File: src/rtl/adc_cap_pkg.sv
// Shared types and default widths for the ADC capture gate.
// Imported by the gate FSM and its two-entry output buffer.
package adc_cap_pkg;

    localparam int DATA_W    = 128;
    localparam int CNT_W     = 32;
    localparam int SKIP_W    = 16;
    localparam int OVF_W     = 16;
    localparam int BUF_DEPTH = 2;

    typedef enum logic [2:0] {
        IDLE,
        ARMED,
        SKIP,
        CAPTURE,
        DRAIN
    } cap_state_e;

endpackage

File: src/rtl/adc_cap_gate_axis_buf2.sv
// Two-entry fully registered AXIS buffer carrying {tlast, tdata}.
// Slot 0 is always the head; a read shifts slot 1 forward.
module axis_buf2 #(
    parameter int W = 129
) (
    input  logic         clk,
    input  logic         rst_n,
    input  logic         flush,
    input  logic         wr_en,
    input  logic [W-1:0] wr_data,
    input  logic         rd_ready,
    output logic [W-1:0] out_data,
    output logic         out_valid,
    output logic         full,
    output logic         empty
);
    import adc_cap_pkg::*;

    logic [W-1:0] mem0_q;
    logic [W-1:0] mem1_q;
    logic [1:0]   cnt_q;
    logic         rd;

    assign out_valid = (cnt_q != 2'd0);
    assign empty     = (cnt_q == 2'd0);
    assign full      = (cnt_q == 2'(BUF_DEPTH));
    assign out_data  = mem0_q;
    assign rd        = rd_ready && out_valid;

    // A write while full without a read is dropped here; the
    // caller counts it as overflow.
    always_ff @(posedge clk or negedge rst_n) begin
        if (!rst_n) begin
            mem0_q <= '0;
            mem1_q <= '0;
            cnt_q  <= 2'd0;
        end else if (flush) begin
            cnt_q <= 2'd0;
        end else begin
            unique case (cnt_q)
                2'd0: begin
                    if (wr_en) begin
                        mem0_q <= wr_data;
                        cnt_q  <= 2'd1;
                    end
                end
                2'd1: begin
                    if (wr_en && rd) begin
                        mem0_q <= wr_data;
                    end else if (wr_en) begin
                        mem1_q <= wr_data;
                        cnt_q  <= 2'd2;
                    end else if (rd) begin
                        cnt_q <= 2'd0;
                    end
                end
                2'd2: begin
                    if (rd) begin
                        mem0_q <= mem1_q;
                        if (wr_en) begin
                            mem1_q <= wr_data;
                        end else begin
                            cnt_q <= 2'd1;
                        end
                    end
                end
                default: cnt_q <= 2'd0;
            endcase
        end
    end

endmodule

File: src/rtl/adc_cap_gate.sv
// Per-channel ADC capture gate: arm, trigger, skip, then forward
// cap_size beats through a small buffer that absorbs backpressure.
module adc_cap_gate #(
    parameter int DATA_W = adc_cap_pkg::DATA_W,
    parameter int CNT_W  = adc_cap_pkg::CNT_W,
    parameter int SKIP_W = adc_cap_pkg::SKIP_W,
    parameter int OVF_W  = adc_cap_pkg::OVF_W
) (
    input  logic              rf_clk,
    input  logic              rf_rstb,
    input  logic [DATA_W-1:0] s_axis_tdata,
    input  logic              s_axis_tvalid,
    output logic              s_axis_tready,
    output logic [DATA_W-1:0] m_axis_tdata,
    output logic              m_axis_tvalid,
    input  logic              m_axis_tready,
    output logic              m_axis_tlast,
    input  logic              cfg_arm,
    input  logic              cfg_abort,
    input  logic [CNT_W-1:0]  cfg_cap_size,
    input  logic [SKIP_W-1:0] cfg_skip,
    input  logic              trig_en,
    input  logic              trig_in,
    output logic              busy,
    output logic              done,
    output logic [CNT_W-1:0]  beat_cnt,
    output logic [OVF_W-1:0]  ovf_cnt
);
    import adc_cap_pkg::*;

    cap_state_e        state_q, state_d;
    logic [CNT_W-1:0]  size_q, size_d;
    logic [CNT_W-1:0]  beat_q, beat_d;
    logic [SKIP_W-1:0] skip_q, skip_d;
    logic [OVF_W-1:0]  ovf_q, ovf_d;
    logic              trig_en_q, trig_en_d;
    logic              trig_prev_q;
    logic              done_q, done_d;
    logic              ready_q;
    logic              wr_en, wr_last, flush;
    logic              buf_full, buf_empty, buf_rd;
    logic [DATA_W:0]   buf_out;

    axis_buf2 #(
        .W(DATA_W + 1)
    ) u_buf (
        .clk      (rf_clk),
        .rst_n    (rf_rstb),
        .flush    (flush),
        .wr_en    (wr_en),
        .wr_data  ({wr_last, s_axis_tdata}),
        .rd_ready (m_axis_tready),
        .out_data (buf_out),
        .out_valid(m_axis_tvalid),
        .full     (buf_full),
        .empty    (buf_empty)
    );

    assign m_axis_tdata  = buf_out[DATA_W-1:0];
    assign m_axis_tlast  = buf_out[DATA_W];
    assign buf_rd        = m_axis_tvalid && m_axis_tready;
    assign s_axis_tready = ready_q;
    assign busy          = (state_q != IDLE);
    assign done          = done_q;
    assign beat_cnt      = beat_q;
    assign ovf_cnt       = ovf_q;

    always_comb begin
        state_d   = state_q;
        size_d    = size_q;
        beat_d    = beat_q;
        skip_d    = skip_q;
        ovf_d     = ovf_q;
        trig_en_d = trig_en_q;
        done_d    = done_q;
        wr_en     = 1'b0;
        wr_last   = 1'b0;
        flush     = 1'b0;
        if (cfg_abort) begin
            state_d = IDLE;
            flush   = 1'b1;
            done_d  = 1'b0;
        end else begin
            unique case (state_q)
                IDLE: begin
                    if (cfg_arm && cfg_cap_size != '0) begin
                        size_d    = cfg_cap_size;
                        skip_d    = cfg_skip;
                        trig_en_d = trig_en;
                        beat_d    = '0;
                        ovf_d     = '0;
                        done_d    = 1'b0;
                        state_d   = ARMED;
                    end else if (cfg_arm) begin
                        done_d = 1'b1;
                    end
                end
                ARMED: begin
                    if (!trig_en_q || (trig_in && !trig_prev_q)) begin
                        state_d = SKIP;
                    end
                end
                SKIP: begin
                    if (skip_q == '0) begin
                        state_d = CAPTURE;
                    end else if (s_axis_tvalid) begin
                        skip_d = skip_q - SKIP_W'(1);
                        if (skip_q == SKIP_W'(1)) begin
                            state_d = CAPTURE;
                        end
                    end
                end
                CAPTURE: begin
                    if (s_axis_tvalid && (!buf_full || buf_rd)) begin
                        wr_en  = 1'b1;
                        beat_d = beat_q + CNT_W'(1);
                        if (beat_d == size_q) begin
                            wr_last = 1'b1;
                            state_d = DRAIN;
                        end
                    end else if (s_axis_tvalid && ovf_q != '1) begin
                        ovf_d = ovf_q + OVF_W'(1);
                    end
                end
                DRAIN: begin
                    if (buf_rd && m_axis_tlast) begin
                        state_d = IDLE;
                        done_d  = 1'b1;
                    end
                end
                default: state_d = IDLE;
            endcase
        end
    end

    always_ff @(posedge rf_clk or negedge rf_rstb) begin
        if (!rf_rstb) begin
            state_q     <= IDLE;
            size_q      <= '0;
            beat_q      <= '0;
            skip_q      <= '0;
            ovf_q       <= '0;
            trig_en_q   <= 1'b0;
            trig_prev_q <= 1'b0;
            done_q      <= 1'b0;
            ready_q     <= 1'b0;
        end else begin
            state_q     <= state_d;
            size_q      <= size_d;
            beat_q      <= beat_d;
            skip_q      <= skip_d;
            ovf_q       <= ovf_d;
            trig_en_q   <= trig_en_d;
            trig_prev_q <= trig_in;
            done_q      <= done_d;
            ready_q     <= 1'b1;
        end
    end

    logic unused_ok;
    assign unused_ok = buf_empty;

endmodule

File: config.mk
export PLATFORM = sky130hd
export DESIGN_NAME = adc_cap_gate
export DESIGN_NICKNAME = d
export VERILOG_FILES = /design/src/rtl/adc_cap_pkg.sv /design/src/rtl/adc_cap_gate_axis_buf2.sv /design/src/rtl/adc_cap_gate.sv
export SDC_FILE = /design/constraint.sdc
export NUM_CORES = 1
export LEC_CHECK = 0
export BUFFER_PORTS_ARGS = -buffer_cell sky130_fd_sc_hd__buf_2
export CAP_MARGIN = 0
export CORE_ASPECT_RATIO = 1.25
export CORE_UTILIZATION = 50
export DETAILED_ROUTE_END_ITERATION = 12
export GPL_ROUTABILITY_DRIVEN = 0
export PLACE_DENSITY = 0.8
export RECOVER_POWER = 100
export SETUP_SLACK_MARGIN = 0.05
export SLEW_MARGIN = 20
export SYNTH_ARGS = -nofsm -noshare
export SYNTH_HDL_FRONTEND = slang
export SYNTH_SLANG_ARGS = --single-unit
File: constraint.sdc
create_clock -name rf_clk -period 3.2 [get_ports rf_clk]
set_input_delay 0.64 -clock rf_clk [delete_from_list [all_inputs] [get_ports rf_clk]]
set_output_delay 0.64 -clock rf_clk [all_outputs]
set_load 0.03 [all_outputs]
# After elaboration in Yosys (flattened, before gate mapping)
# Cells that the tools add are included.
[totals] regBits=363 inputBits=184
[classes] n_addsub=3 n_mux=50 n_reduce_logical=32 eq_ne=32 n_bitwise=2
[ops] cell="$mux 129" n=6
[ops] cell="$pmux 129 s3" n=1
[ops] cell="$pmux 129 s2" n=1
[ops] cell="$mux 16" n=6
[ops] cell="$mux 32" n=2
[ops] cell="$pmux 16 s2" n=2
[ops] cell="$pmux 32 s2" n=1
[ops] cell="$add 32x1->32 const B" n=1
[ops] cell="$eq 32x32->1" n=1
[ops] cell="$reduce_bool 32->1" n=1
[ops] cell="$mux 3" n=9
[ops] cell="$ne 3x3->1 const B" n=7
[ops] cell="$reduce_and 5->1" n=4
[ops] cell="$add 16x1->16 const B" n=1
[ops] cell="$eq 16x1->1 const B" n=1
[ops] cell="$logic_not 16->1" n=1
[ops] cell="$ne 16x16->1 const B" n=1
[ops] cell="$sub 16x1->16 const B" n=1
[ops] cell="$pmux 3 s5" n=1
[ops] cell="$mux 2" n=7
[ops] cell="$ne 2x2->1 const B" n=7
[ops] cell="$mux 1" n=12
[ops] cell="$ne 4x4->1 const B" n=3
[ops] cell="$reduce_bool 3->1" n=3
[ops] cell="other kinds (20)" n=39

# Logic depth before layout (Yosys ltp)
# Gate-level depths: netlist (run 1).
[logic_depth] depth_word=11 mapped_depth=12

# Hierarchy
# A second synthesis (run 1) with hierarchy kept.
[hier_totals] cells_unflattened=1395 area_unflattened_um2=17888.4
[modules_own_cells] mod="axis_buf2" n_inst=1 area_each_um2=11646.2 seq_area_each_um2=6506.2 cells_per_inst=709
[modules_own_cells] mod="adc_cap_gate" n_inst=1 area_each_um2=6242.2 seq_area_each_um2=2577.5 cells_per_inst=686

# Least setup slack after synthesis (run 1)
# No wires, ideal clock.
[synth_timing] path_type="reg2reg" from="register beat_q[1] (netlist: beat_cnt[1])" to="register state_q[1]" path_stages_with_launch=11 slack_ps=-103 period_less_slack_ps=3303 arrival_ps=3179 cell_sequence="dfrtp_1 -> ha_1 -> nand3_2 -> or3_1 -> buf_6 -> nor4_4 -> nand2_2 -> a2111oi_2 -> nand4_1 -> or4b_4 -> o31a_1"
[synth_between] elab_chain_len=4
[synth_rtl] item="start, declared" line="adc_cap_gate.sv:33" text="logic [CNT_W-1:0] beat_q, beat_d;"
[synth_rtl] item="start signal, assigned" line="adc_cap_gate.sv:150" text="beat_q <= beat_d;"
[synth_rtl] item="$add 32x1->32" line="adc_cap_gate.sv:116" text="beat_d = beat_q + CNT_W'(1);"
[synth_rtl] item="$eq 32x32->1" line="adc_cap_gate.sv:117" text="if (beat_d == size_q) begin"
[synth_rtl] item="$ne 3x3->1 (no line)"
[synth_rtl] item="$reduce_and 7->1 (no line)"
[synth_rtl] item="end signal, assigned" line="adc_cap_gate.sv:148" text="state_q <= state_d;"
[synth_rtl] item="end, declared" line="adc_cap_gate.sv:31" text="cap_state_e state_q, state_d;"
# Every way passes these cells.
# A chain may end at the register's enable or synchronous reset.

# Final worst setup path (run 1)
[layout_timing] from="register beat_q[4] (netlist: beat_cnt[4])" to="register state_q[1]"
# Same word-level chain as after synthesis.

==> impl_summary.log, run 1 <==
INFO  metric crit_path_top_delay_cell = or4b_4
INFO  metric grt_pass1_vias = 14600
INFO  metric timing.hold.worst_endpoint = trig_prev_q
INFO  metric postSynthCellCount = about 1800
INFO  metric synth.area.mux_share = under 10%
INFO  metric synthesis.nets = between 2000 and 2500
INFO  metric initial_antenna_violation_count = 7
INFO  metric grt_use_total = between 20% and 30%
INFO  metric chipHeight = ~210 um
INFO  metric placed_cells = roughly 2500
INFO  metric final_net_count = between 2000 and 2500
INFO  metric dieWidth = 166.8 um
INFO  metric synth.avg_cell_area = roughly 9.3 um^2
INFO  metric synth-edff-count = 0
INFO  metric detail_route.vias_per_cell = ~5.5
INFO  metric crit_path_max_fanout = 9
INFO  metric placeableCoreArea = around 34000 um^2
INFO  metric floorplan.die_area = about 35000 um^2
INFO  metric fin_hold_ws = ~0.24 ns
INFO  metric hpwlAfterDp = 31640 um
INFO  metric dr.pass1.iters = 6
INFO  metric top_level_ports = approximately 370
INFO  metric setup.reg_to_reg.worst_slack = between 0.1 and 0.15 ns
INFO  metric start_kind = flip-flop
INFO  metric path_clk_slew = 0.06 ns
INFO  metric ir_worst_vdd = approximately 0.00065 V
INFO  metric intPower = between 10 and 15 mW
INFO  metric power_frac_clock = about a quarter
INFO  metric tritoncts_num_sinks = about 360
INFO  metric post_synth_fa_ha_maj_area_fraction = 0.5898%
INFO  metric worst_reg2reg_endpoint = state_q[1]
INFO  metric share_of_cells_above_drive_strength_1 = 15.82%
INFO  metric worst_hold_path_type = input port to flip-flop
INFO  metric initial_core_util = about half
INFO  metric netSwitchingFraction = about two fifths
INFO  metric slew-limit-headroom = -19.93%
INFO  metric period_minus_slack = 3.052 ns
INFO  metric max_clock_freq = about 0.33 GHz
INFO  metric ys_warn_count = 0
INFO  metric critical_path.max_stage_delay = approximately 0.55 ns
INFO  metric yosysSeqAreaShare = 53.53%
INFO  metric mostFrequentLayoutCell = nand2_1
INFO  metric worst_pin_slew = around 1.8 ns
INFO  metric grt_first_pass_wirelength = ~75000 um
INFO  metric rr_startpoint = beat_cnt[4]
INFO  metric worstPathRequired = 3.62 ns
INFO  metric unrepaired_setup_endpoints_after_global_routing = yes
INFO  metric ys_seq_elements = between 300 and 400
INFO  metric cellPowerDensity = around 890 nW/um^2
INFO  metric violated_checks = capacitance limit, slew limit
INFO  metric skew = 0.01267 ns
INFO  metric synth_xor_area_share = under 10%
INFO  metric wl_per_cell = between 15 and 20 um
INFO  metric post_layout_nonfiller_instances = between 2000 and 3000
INFO  metric clock-root-buffer = clkbuf_16
INFO  metric comb_power_share = approximately 32%
INFO  metric drv_slew = roughly 190
INFO  metric pin_count_of_the_biggest_net_entering_global_routing = ~130
INFO  metric p_leak = 9.463 nW
INFO  metric cts_hold_buffers = 0
INFO  metric switchingPower = 7.181 mW
INFO  metric port-buffer-count = about 360
INFO  metric crit_path_start = beat_cnt[4]
INFO  metric antenna_left = 0
INFO  metric synthDistinctLibCells = 64
INFO  metric cts_max_level = 2
INFO  metric cts_tree = yes
INFO  metric hold_path.startpoint = trig_in
INFO  metric timing.critical_path.cells = and3_1 -> and3_1 -> nand2_1 -> nor4b_1 -> o22ai_1 -> a221oi_1 -> or4b_4 -> o31a_1
INFO  metric postPlaceCellArea = a little under 20000 um^2
INFO  metric finalHoldViolations = 0
INFO  metric fp-row-count = 75
INFO  metric critical_path_arrival = ~3.5 ns
INFO  metric synthesized_area_fraction_occupied_by_ao_oa_aoi_and_oai_cells = between 10% and 20%
INFO  metric drtIter0Drc = 1127
INFO  metric synth-simple-area-share = about 20%
INFO  metric max_cap_viol_count = 2
INFO  metric design_area = between 20000 and 25000 um^2
INFO  metric p_r_area_growth_vs_syn = 20.53%
INFO  metric most_used_cell_cp = and3_1
INFO  metric final.period_utilization = a little over nine tenths
INFO  metric part_of_the_power_in_registers = 42.1%
INFO  metric finalSetupViolCount = 0
INFO  metric drt-total-wl = approximately 46000 um
INFO  metric clock_insertion_delay_worst_skew = roughly 0.54 ns
INFO  metric cts_max_path_buffers = 3
INFO  metric vias = between 10000 and 15000
INFO  metric async_flop_share = 100.0%
INFO  metric cts_made_buffers = 38
INFO  metric run_status = finished with violations
INFO  metric synth_top_family_by_area = simple AND/OR/NAND/NOR gates
INFO  metric layout.cells.most_common_list = nand2_1, dfrtp_1, o21ai_0
INFO  metric remaining_drc_errors = 0
INFO  metric r2r.worst_path.cells = 8
INFO  metric ys.flop_type = dfrtp_1
INFO  metric critPathCaptureType = flip-flop
INFO  metric post_synthesis_cell_area = 16970 um^2
INFO  metric setup-tns-final = 0 ns
INFO  metric holdPathStages = 1
INFO  metric critPathKind = flip-flop to flip-flop
INFO  metric grt-ovfl-total = 0
==> cells by family (layout without fill, tap and decap cells) <==
kind of cell	count (synthesis)	in the layout
simple gates	792	792
flops	363	363
compound gates	320	320
mux	161	161
buf+inv	129	495
xor+xnor	54	54
fa+ha+maj	8	8
other cells	1	8
==> power groups by stage <==
stage / clock network [mW] / registers, mW / logic, mW
global route: 4.88 / 7.85 / 6.47
detailed placement: 0 / 7.65 / 6.09
global placement: 0 / 7.53 / 5.89
CTS: 4.72 / 7.61 / 6.14
floorplan: 0 / 8.86 / 2.72
finish: 4.64 / 7.65 / 5.90
==> worst max-delay path, delay by kind of cell (launching register included) <==
family,cells,cell delay (ns)
DFF,1,0.51
AOI/OAI and AO/OA,3,0.73
and+or+nand+nor,5,1.68
==> flip-flops by register name, indices dropped and copies added (netlist names), 2 cells and up <==
signal          count
skip_q             16
u_buf.cnt_q         2
beat_cnt           32
u_buf.mem1_q      129
state_q             3
size_q             32
ovf_cnt            16
u_buf.out_data    129
==> metal layers <==
| layer | vias up | track usage, % | part of all wire (%) |
|---|---|---|---|
| met3 | 118 | 8.027 | 8.3 |
| met2 | 564 | 45.75 | 50 |
| met4 | 4 | 10.19 | 3.5 |
| met5 | - | 0 | 0.047 |
| met1 | 7005 | 31.47 | 38 |
| li1 | 6852 | - | - |
==> worst max-delay path by stage <==
stage,end,cells past startpoint
2_1_floorplan,state_q[1],9
4_1_cts,state_q[1],9
3_3_place_gp,state_q[1],9
6_report,state_q[1],8
5_1_grt,u_buf.mem1_q[86],9
3_5_place_dp,state_q[1],9
==> cell usage after synthesis (all sizes together), types with 3 or more instances <==
| cell type | instances | area (um^2) |
|---|---|---|
| a211oi | 4 | 30.03 |
| a21o | 4 | 30.03 |
| a21oi | 39 | 195.2 |
| a22oi | 8 | 60.06 |
| a31oi | 14 | 87.58 |
| and2 | 6 | 37.54 |
| and3 | 11 | 68.82 |
| and4 | 7 | 61.31 |
| buf | 18 | 98.84 |
| clkbuf | 97 | 364.1 |
| dfrtp | 363 | 9084 |
| ha | 8 | 100.1 |
| inv | 14 | 52.55 |
| mux2 | 32 | 360.4 |
| mux2i | 129 | 1291 |
| nand2 | 574 | 2160 |
| nand2b | 3 | 18.77 |
| nand3 | 30 | 155.1 |
| nand4 | 17 | 106.4 |
| nand4b | 5 | 43.79 |
| nor2 | 71 | 266.5 |
| nor2b | 7 | 43.79 |
| nor3 | 26 | 140.1 |
| nor3b | 4 | 30.03 |
| nor4 | 19 | 133.9 |
| o21ai | 212 | 1061 |
| o22ai | 4 | 25.02 |
| o31ai | 10 | 75.07 |
| o41ai | 4 | 35.03 |
| or3 | 6 | 37.54 |
| xnor2 | 33 | 289.0 |
| xor2 | 21 | 183.9 |
==> cell type report <==
cell class	count	area, um^2
diodes	7	17.52
clock buffers	54	1132
clock inverters	12	182.7
fillers	2800	13050
inverters	14	52.55
multi-input cells	1336	7442
flip-flops and latches	363	9086
well taps	423	529.3
repair buffers	415	2011
==> repair_timing <==
action	CTS	global route
setup buffers	0	2
resized for setup	1	10
gates cloned	0	0
pin swaps	0	1
setup endpoints to repair	1	8
==> metrics by stage <==
stage                     utilization, %  setup WS, ns  power (mW)
after floorplan                        -       0.09434       11.58
after global placement             57.95        0.1717       13.42
after detailed placement           57.95       0.06361       13.74
after CTS                          61.89        0.1028       18.47
after global routing               61.03      0.006312       19.20
final                              61.05        0.1478       18.19
Note: power is estimated with default switching activity, not from simulation.
==> inputs of run 2 (changes only) <==
--- a/config.mk
+++ b/config.mk
@@ -11,7 +11,7 @@
 export CORE_UTILIZATION = 50
 export DETAILED_ROUTE_END_ITERATION = 12
 export GPL_ROUTABILITY_DRIVEN = 0
-export PLACE_DENSITY = 0.8
+export PLACE_DENSITY = 0.86
 export RECOVER_POWER = 100
 export SETUP_SLACK_MARGIN = 0.05
 export SLEW_MARGIN = 20
==> impl_summary.log, run 2 (synthesized netlist as in run 1, its figures left out) <==
INFO  metric cellPowerDensity = between 800 and 900 nW/um^2
INFO  metric skew = about 0.019 ns
INFO  metric ir_worst_vdd = just under 0.0008 V
INFO  metric dieWidth = ~170 um
INFO  metric initial_core_util = approximately half
INFO  metric clock-root-buffer = clkbuf_16
INFO  metric critical-path-top-delay-family = simple AND/OR/NAND/NOR gates
INFO  metric placed_cells = 2552
INFO  metric critPathCaptureType = flip-flop
INFO  metric max_cap_viol_count = 1
INFO  metric drv_slew = 70
INFO  metric cts_tree = yes
INFO  metric slew-limit-headroom = -36.31%
INFO  metric grt_use_total = 27.44%
INFO  metric power_frac_clock = around 26%
INFO  metric timing.critical_path.cells = and4_2 -> nand3_2 -> o21ai_0 -> o21ai_0 -> nor4_1 -> nand4_1 -> or4b_4 -> o31a_1
INFO  metric critical_path_arrival = ~3.5 ns
INFO  metric finalHoldViolations = 0
INFO  metric finalSetupViolCount = 0
INFO  metric switchingPower = roughly 7.3 mW
INFO  metric critical_path.max_stage_delay = between 0.6 and 0.7 ns
INFO  metric run_status = finished with violations
INFO  metric p_r_area_growth_vs_syn = 21.34%
INFO  metric antenna_left = 0
INFO  metric grt_pass1_vias = approximately 15000
INFO  metric floorplan.die_area = 34690 um^2
INFO  metric drt-total-wl = 47840 um
INFO  metric clock_insertion_delay_worst_skew = 0.54 ns
INFO  metric crit_path_top_delay_cell = or4b_4
INFO  metric port-buffer-count = 364
INFO  metric grt-ovfl-total = 0
INFO  metric fp-row-count = 75
INFO  metric path_clk_slew = ~0.06 ns
INFO  metric top_level_ports = roughly 370
INFO  metric crit_path_max_fanout = 8
INFO  metric wl_per_cell = approximately 18 um
INFO  metric design_area = approximately 21000 um^2
INFO  metric cts_max_path_buffers = 3
INFO  metric worst_hold_path_type = input port to flip-flop
INFO  metric intPower = 11.11 mW
INFO  metric setup-tns-final = 0 ns
INFO  metric grt_first_pass_wirelength = 76780 um
INFO  metric period_minus_slack = 3.099 ns
INFO  metric final.period_utilization = 96.83%
INFO  metric mostFrequentLayoutCell = nand2_1
INFO  metric worstPathRequired = 3.61 ns
INFO  metric most_used_cell_cp = o21ai_0
INFO  metric remaining_drc_errors = 0
INFO  metric postPlaceCellArea = between 15000 and 20000 um^2
INFO  metric worst_pin_slew = ~2.0 ns
INFO  metric cts_hold_buffers = 0
INFO  metric violated_checks = capacitance limit, slew limit
INFO  metric drtIter0Drc = between 1000 and 1500
INFO  metric layout.filler_cells = 2661
INFO  metric critPathKind = flip-flop to flip-flop
INFO  metric worstPathBufferInverterCount = 0
INFO  metric layout.cells.most_common_list = nand2_1, dfrtp_1, o21ai_0
INFO  metric p_leak = ~9.6 nW
INFO  metric part_of_the_power_in_registers = 41.7%
INFO  metric netSwitchingFraction = approximately two fifths
INFO  metric hpwlAfterDp = between 30000 and 40000 um
INFO  metric cts_made_buffers = 38
INFO  metric initial_antenna_violation_count = 6
INFO  metric max_clock_freq = 0.3227 GHz
INFO  metric comb_power_share = approximately a third
INFO  metric placeableCoreArea = between 30000 and 40000 um^2
INFO  metric chipHeight = between 200 and 250 um
INFO  metric tritoncts_num_sinks = approximately 360
INFO  metric share_of_cells_above_drive_strength_1 = between 10% and 20%
INFO  metric post_layout_nonfiller_instances = between 2000 and 3000
INFO  metric final_net_count = between 2000 and 2500
INFO  metric cts_max_level = 2
INFO  metric vias = 15090
INFO  metric dr.pass1.iters = 6
INFO  metric pin_count_of_the_biggest_net_entering_global_routing = approximately 160
INFO  metric detail_route.vias_per_cell = around 5.7
INFO  metric start_kind = flip-flop
==> run 2: layer usage <==
layer | part of all wire (%) | vias up | track usage [%]
li1 | - | 6873 | -
met1 | 36 | 7288 | 31.48
met3 | 8.4 | 183 | 7.038
met5 | 0.042 | - | 0
met4 | 5.5 | 4 | 14.85
met2 | 50 | 737 | 46.96
==> run 2: worst paths after layout <==
path,start,cells after the start,endpoint,slack (ns)
worst max-delay path,beat_cnt[3],8,state_q[1],0.10
worst min-delay path,trig_in,1,trig_prev_q,0.25
worst max register to register,beat_cnt[3],8,state_q[1],0.10
worst min register to register,u_buf.mem1_q[95],2,u_buf.mem1_q[95],0.47
max in group asynchronous,rf_rstb,2,size_q[6],0.52
min in group asynchronous,rf_rstb,1,skip_q[1],0.70
==> run 2: repair_timing <==
item	CTS	global route
endpoints found under the setup margin	0	5
buffers inserted	0	2
resized for setup	0	12
==> run 2: through the flow <==
step / utilization, % / worst slack, ns / hold WS (ns) / total power, mW
floorplan: - / 0.09434 / 0.3444 / 11.58
global placement: 58.02 / 0.1522 / 0.4556 / 13.43
detailed placement: 58.02 / 0.09728 / 0.4623 / 13.78
CTS: 62.02 / 0.08642 / 0.1089 / 18.59
global route: 61.47 / -0.0009293 / 0.2432 / 19.36
finish: 61.47 / 0.1015 / 0.2487 / 18.37
==> run 2: power groups by stage <==
stage	clock network (mW)	logic [mW]	registers (mW)
after floorplan	0	2.72	8.86
after global placement	0	5.92	7.51
after detailed placement	0	6.14	7.63
after CTS	4.76	6.22	7.61
after global routing	4.92	6.60	7.84
final	4.68	6.03	7.66
==> run 2: area by class of cell <==
class	count	area, um^2	area share [%]
flip-flops and latches	363	9087	44.13
clock inverters	10	176.4	0.8567
repair buffers	418	2102	10.21
diodes	4	10.01	0.04861
clock buffers	57	1164	5.651
well taps	423	529.3	2.570
multi-input cells	1336	7471	36.28
inverters	14	52.55	0.2552
==> run 2: worst reg2reg max path, delay by kind of cell (launching register included) <==
family	cells	cell delay, ns
compound gates	3	0.63
flops	1	0.49
simple gates	5	1.86
